==> src/rtl/cpu_pkg.sv <==
// Shared CPU definitions: architectural widths, reset entry point, fetch
// state encoding and the {pc, inst} entry carried through the fetch buffer.
package cpu_pkg;

    localparam int          XLEN       = 32;
    localparam int          WORD_BYTES = 4;
    localparam logic [31:0] RESET_PC   = 32'h0000_0028;

    typedef enum logic {
        RUN   = 1'b0,
        FAULT = 1'b1
    } fetch_state_e;

    typedef struct packed {
        logic [XLEN-1:0] pc;
        logic [XLEN-1:0] inst;
    } fetch_entry_t;

endpackage

==> src/rtl/fetch_fifo.sv <==
// Small power-of-two FIFO of fetched {pc, inst} entries with a synchronous
// flush; the head is presented combinationally from storage.
module fetch_fifo
    import cpu_pkg::*;
#(
    parameter int  DEPTH = 2,
    localparam int PTR_W = $clog2(DEPTH),
    localparam int CNT_W = $clog2(DEPTH + 1)
) (
    input  logic             clk,
    input  logic             rst_n,
    input  logic             flush_i,
    input  logic             push_i,
    input  fetch_entry_t     push_data_i,
    input  logic             pop_i,
    output logic [CNT_W-1:0] count_o,
    output fetch_entry_t     head_o
);

    fetch_entry_t     slot_q [DEPTH];
    logic [PTR_W-1:0] wr_ptr_q, wr_ptr_d;
    logic [PTR_W-1:0] rd_ptr_q, rd_ptr_d;
    logic [CNT_W-1:0] count_q,  count_d;

    always_comb begin
        wr_ptr_d = wr_ptr_q;
        rd_ptr_d = rd_ptr_q;
        count_d  = count_q;
        if (flush_i) begin
            wr_ptr_d = '0;
            rd_ptr_d = '0;
            count_d  = '0;
        end else begin
            if (push_i) wr_ptr_d = wr_ptr_q + PTR_W'(1);
            if (pop_i)  rd_ptr_d = rd_ptr_q + PTR_W'(1);
            case ({push_i, pop_i})
                2'b10:   count_d = count_q + CNT_W'(1);
                2'b01:   count_d = count_q - CNT_W'(1);
                default: count_d = count_q;
            endcase
        end
    end

    always_ff @(posedge clk or negedge rst_n) begin
        if (!rst_n) begin
            wr_ptr_q <= '0;
            rd_ptr_q <= '0;
            count_q  <= '0;
        end else begin
            wr_ptr_q <= wr_ptr_d;
            rd_ptr_q <= rd_ptr_d;
            count_q  <= count_d;
        end
    end

    // Storage is cleared on reset so the head reads as zero until first push.
    always_ff @(posedge clk or negedge rst_n) begin
        if (!rst_n) begin
            for (int i = 0; i < DEPTH; i++) slot_q[i] <= '0;
        end else if (push_i && !flush_i) begin
            slot_q[wr_ptr_q] <= push_data_i;
        end
    end

    assign count_o = count_q;
    assign head_o  = slot_q[rd_ptr_q];

endmodule

==> src/rtl/instr_fetch_unit.sv <==
// Instruction fetch: owns the PC, reads one word per cycle while the buffer
// has room, and traps redirects to non-word-aligned targets.
module instr_fetch_unit
    import cpu_pkg::*;
#(
    parameter logic [31:0] START_ADDR = RESET_PC,
    parameter int          DEPTH      = 2
) (
    input  logic        clk,
    input  logic        rst_n,
    output logic [31:0] mem_addr,
    output logic        mem_read,
    output logic        mem_write,
    input  logic [31:0] mem_rdata,
    input  logic        redirect,
    input  logic [31:0] redirect_pc,
    output logic        inst_valid,
    input  logic        inst_ready,
    output logic [31:0] inst,
    output logic [31:0] inst_pc,
    output logic        misalign
);

    localparam int CNT_W = $clog2(DEPTH + 1);

    fetch_state_e     state_q, state_d;
    logic [31:0]      pc_q, pc_d;
    logic [CNT_W-1:0] count;
    fetch_entry_t     head;
    logic             pop, space, push, flush;

    always_comb begin
        state_d  = state_q;
        pc_d     = pc_q;
        flush    = 1'b0;
        push     = 1'b0;
        mem_read = 1'b0;
        pop      = (state_q == RUN) && (count != '0) && inst_ready;
        space    = (count < CNT_W'(DEPTH)) || pop;
        if (state_q == RUN) begin
            if (redirect) begin
                // Flush outranks any same-cycle pop; a bad target parks the
                // unit in FAULT with the PC left where it was.
                flush = 1'b1;
                if (redirect_pc[1:0] == 2'b00) pc_d    = redirect_pc;
                else                           state_d = FAULT;
            end else begin
                mem_read = rst_n && space;
                push     = mem_read;
                if (push) pc_d = pc_q + 32'(WORD_BYTES);
            end
        end
    end

    always_ff @(posedge clk or negedge rst_n) begin
        if (!rst_n) begin
            state_q <= RUN;
            pc_q    <= START_ADDR;
        end else begin
            state_q <= state_d;
            pc_q    <= pc_d;
        end
    end

    fetch_fifo #(.DEPTH(DEPTH)) u_fifo (
        .clk         (clk),
        .rst_n       (rst_n),
        .flush_i     (flush),
        .push_i      (push),
        .push_data_i ('{pc: pc_q, inst: mem_rdata}),
        .pop_i       (pop),
        .count_o     (count),
        .head_o      (head)
    );

    assign mem_addr   = pc_q;
    assign mem_write  = 1'b0;
    assign inst_valid = (state_q == RUN) && (count != '0);
    assign inst       = head.inst;
    assign inst_pc    = head.pc;
    assign misalign   = (state_q == FAULT);

endmodule

==> config.mk <==
export PLATFORM = sky130hd
export DESIGN_NAME = instr_fetch_unit
export DESIGN_NICKNAME = d
export VERILOG_FILES = /design/src/rtl/cpu_pkg.sv /design/src/rtl/fetch_fifo.sv /design/src/rtl/instr_fetch_unit.sv
export SDC_FILE = /design/constraint.sdc
export NUM_CORES = 1
export LEC_CHECK = 0
export CORE_ASPECT_RATIO = 1.2
export CORE_MARGIN = 2
export CORE_UTILIZATION = 35
export CTS_CLUSTER_SIZE = 20
export DETAILED_ROUTE_END_ITERATION = 7
export DONT_BUFFER_PORTS = 1
export PLACE_DENSITY = 0.54
export SYNTH_ARGS = -nofsm -noshare
export SYNTH_HDL_FRONTEND = slang
export SYNTH_SLANG_ARGS = --single-unit
export TNS_END_PERCENT = 30
==> constraint.sdc <==
create_clock -name clk -period 5.7 [get_ports clk]
set_input_delay 1.14 -clock clk [delete_from_list [all_inputs] [get_ports clk]]
set_output_delay 1.14 -clock clk [all_outputs]
set_load 0.02 [all_outputs]
==> impl_metrics.env <==
export IMPL_status="finished clean"
export IMPL_die_h_um=167.9
export IMPL_place_area_mm2=0.007998
export IMPL_slowest_delay_ps=460
export IMPL_cp_required_ps=4560
export IMPL_postRouteAntennaNets=0
export IMPL_tightest_slew_ps=983.1
export IMPL_p_leak_nw=4.039
export IMPL_synth_nets=673
export IMPL_insertedDiodeCount=0
export IMPL_finalPower_w=0.002379
export IMPL_grt_max_degree=173
export IMPL_wire_per_inst_um=21.59
export IMPL_skew_ps=8.701
export IMPL_detail_route_first_pass_iterations=5
export IMPL_vias_per_cell=5.520
export IMPL_path_clk_slew_ps=70
export IMPL_crit_path_top_delay_cell="nand3_2"
export IMPL_dp_worst_setup_slack_ps=1855
export IMPL_maxCapViolations=0
export IMPL_insertion_delay_ps=420
export IMPL_setup_violations=0
export IMPL_final_area_mm2=0.008577
export IMPL_slew_violations=0
export IMPL_cts_tree="built"
export IMPL_async_flop_share_pct=100.0
export IMPL_final_hold_violation_count=0
export IMPL_slew_headroom_pct=34.46
export IMPL_pin_count=168
export IMPL_drive_above_1_share_pct=39.00
export IMPL_numCtsBuffers=17
export IMPL_synth_area_mm2=0.007838
export IMPL_htree_levels=4
export IMPL_rsz0062_at_grt="false"
export IMPL_fin_crit_sh_pct=61.55
export IMPL_first_global_vias=5159
export IMPL_fmax_mhz=285.0
export IMPL_finalWeightedCongestion=0.7686
export IMPL_ys_warn_count=0
export IMPL_cp_max_fo=30
export IMPL_ys_flop_type="dfrtp_1"
export IMPL_cts_root_buf="clkbuf_16"
export IMPL_coreArea_mm2=0.02222
export IMPL_ys_ff_latch=165
export IMPL_cts_resized=0
export IMPL_overflow=0
export IMPL_powerDensity_mw_per_mm2=277.4
export IMPL_cp_cell_sequence="inv_1 > nand3_2 > inv_2"
export IMPL_synthToLayoutAreaGrowth_pct=9.435
export IMPL_fin_setup_tns_ps=0
export IMPL_io_buffers=0
export IMPL_hold_class="input pin to asynchronous set/reset pin"
export IMPL_holdBufCountCts=0
export IMPL_row_count=60
export IMPL_track_usage_pct=16.23
export IMPL_cts_setup_buffers=0
export IMPL_fin_ws_ps=2191
export IMPL_nFillCells=2087
export IMPL_dp_hpwl_um=12390
export IMPL_drt_wl_total_um=18980
export IMPL_start_util_pct=35.27
export IMPL_grt_pass1_wl_um=29810
export IMPL_drc_errors=0
export IMPL_grt_antenna_before_repair=0
export IMPL_cp_arrival_ps=2370
export IMPL_drtIter0Drc=224
export IMPL_cts_max_path_buffers=2
export IMPL_syn_area_per_cell_um2=12.98
export IMPL_fp_dieW_um=140.6
export IMPL_startpoint_type="input pin"
export IMPL_peakVddDrop_mv=0.1976
export IMPL_cts_sinks=165
export IMPL_synthesis_instances=604
export IMPL_path_class="input pin to output port"
export IMPL_cp_end_kind="output port"
export IMPL_ys_seq_area_share_pct=52.71
export IMPL_vias=4852
export IMPL_synth_edf_count=0
export IMPL_fin_nets=656
export IMPL_dieArea_mm2=0.02361
export IMPL_yosysUniqueCellTypes=54
export IMPL_fin_crit_ps=3509
==> worst max-delay path, delay by kind of cell <==
family | cells | cell delay [ps]
AND/OR/NAND/NOR | 1 | 460
buffers and inverters | 2 | 750
==> sequential cells by signal, summed over array words and instances, names as in the netlist <==
signal / count
u_fifo.count_o: 2
misalign: 1
u_fifo.slot_q: 128
u_fifo.rd_ptr_q: 1
u_fifo.wr_ptr_q: 1
mem_addr: 32
==> worst paths after layout <==
path                            slack (ps)        startpoint  depth (start not counted)                 to
worst min register to register         490  u_fifo.slot_q[3]                          1   u_fifo.slot_q[3]
max in group asynchronous             5050             rst_n                          0        mem_addr[5]
worst max register to register        2640          misalign                          5  u_fifo.slot_q[47]
worst max-delay path                  2190          redirect                          3           mem_read
min in group clk                       490  u_fifo.slot_q[3]                          1   u_fifo.slot_q[3]
worst min-delay path                   410             rst_n                          0  u_fifo.slot_q[12]
==> power by group <==
group	leakage, nW	switching, W	internal (W)	total [W]
clock network	0.278	0.000492	0.000651	0.00114
logic	1.57	0.0000241	0.0000183	0.0000425
registers	2.19	0.0000120	0.00118	0.00119
==> area by class of cell <==
| cell class | count | area [um2] | share of cell area (%) |
|---|---|---|---|
| clock buffers | 18 | 429.2 | 5.004 |
| clock inverters | 14 | 150.1 | 1.751 |
| inverters | 5 | 18.77 | 0.2188 |
| multi-input cells | 395 | 3460 | 40.34 |
| flip-flops and latches | 165 | 4135 | 48.21 |
| well taps | 279 | 349.1 | 4.070 |
| repair buffers | 3 | 35.03 | 0.4085 |
==> through the flow <==
step | instances | hold WS, ps | util, %
final | 879 | 406.0 | 38.60
after global routing | 879 | 378.8 | 38.60
after CTS | 879 | 383.5 | 38.60
after detailed placement | 847 | 473.6 | 35.99
after global placement | 847 | 462.2 | 35.99
after floorplan | 604 | 452.2 | -
==> routing by layer <==
metal / vias to the layer above / share of wire, % / GRT usage [%]
met3: 14 / 5.1 / 4.693
met5: - / 0 / 0
met2: 117 / 51 / 27.85
met4: 0 / 1.5 / 4.739
li1: 2199 / - / -
met1: 2522 / 42 / 19.90
==> cells in the final DEF (no fill, tap or decap), drive strengths merged, types with 4 or more instances in the layout <==
cell type and n:
a21oi 19, a221o 5, a22oi 8, and3 9, clkbuf 18, clkinv 4, dfrtp 163, inv 10
mux2 192, mux2i 15, nand2 21, nand3 15, nand4 10, nor2 19, nor3 5, nor4 4
o21ai 23, o22ai 10, or4 4
==> Yosys cell counts, types with 2 or more instances <==
master	n	area share, %
a21oi_1	19	1.2
a221o_1	4	0.51
a22o_1	3	0.34
a22oi_1	8	0.77
a311o_1	2	0.26
a31oi_1	3	0.24
and2_1	3	0.24
and3_1	9	0.72
buf_2	8	0.51
buf_4	8	0.77
buf_6	8	1.1
clkbuf_1	14	0.67
dfrtp_1	163	52
dfstp_2	2	0.67
inv_1	4	0.19
mux2_1	9	1.3
mux2_2	183	26
mux2i_1	15	1.9
nand2_1	21	1.0
nand2b_1	2	0.16
nand3_1	14	0.89
nand4_1	9	0.72
nor2_1	18	0.86
nor2b_1	2	0.16
nor3_1	5	0.32
nor3b_1	2	0.19
nor4_1	3	0.24
nor4b_1	3	0.34
o21ai_0	22	1.4
o22ai_1	10	0.80
or3_1	2	0.16
or4_1	4	0.38
==> cells by family (layout without fill, tap and decap cells) <==
family                   count (synthesis)  in the layout  share of synthesized area (%)
adder cells (fa/ha/maj)                  1              1                         0.1596
buffers and inverters                   44             40                          3.400
flip-flops                             165            165                          52.71
XOR/XNOR                                 1              1                         0.1118
AO/OA/AOI/OAI                           79             79                          6.530
multiplexers                           207            207                          29.50
other                                    1              1                        0.04785
AND/OR/NAND/NOR                        106            106                          7.535
No activity file was read; power rests on OpenSTA's default activity.
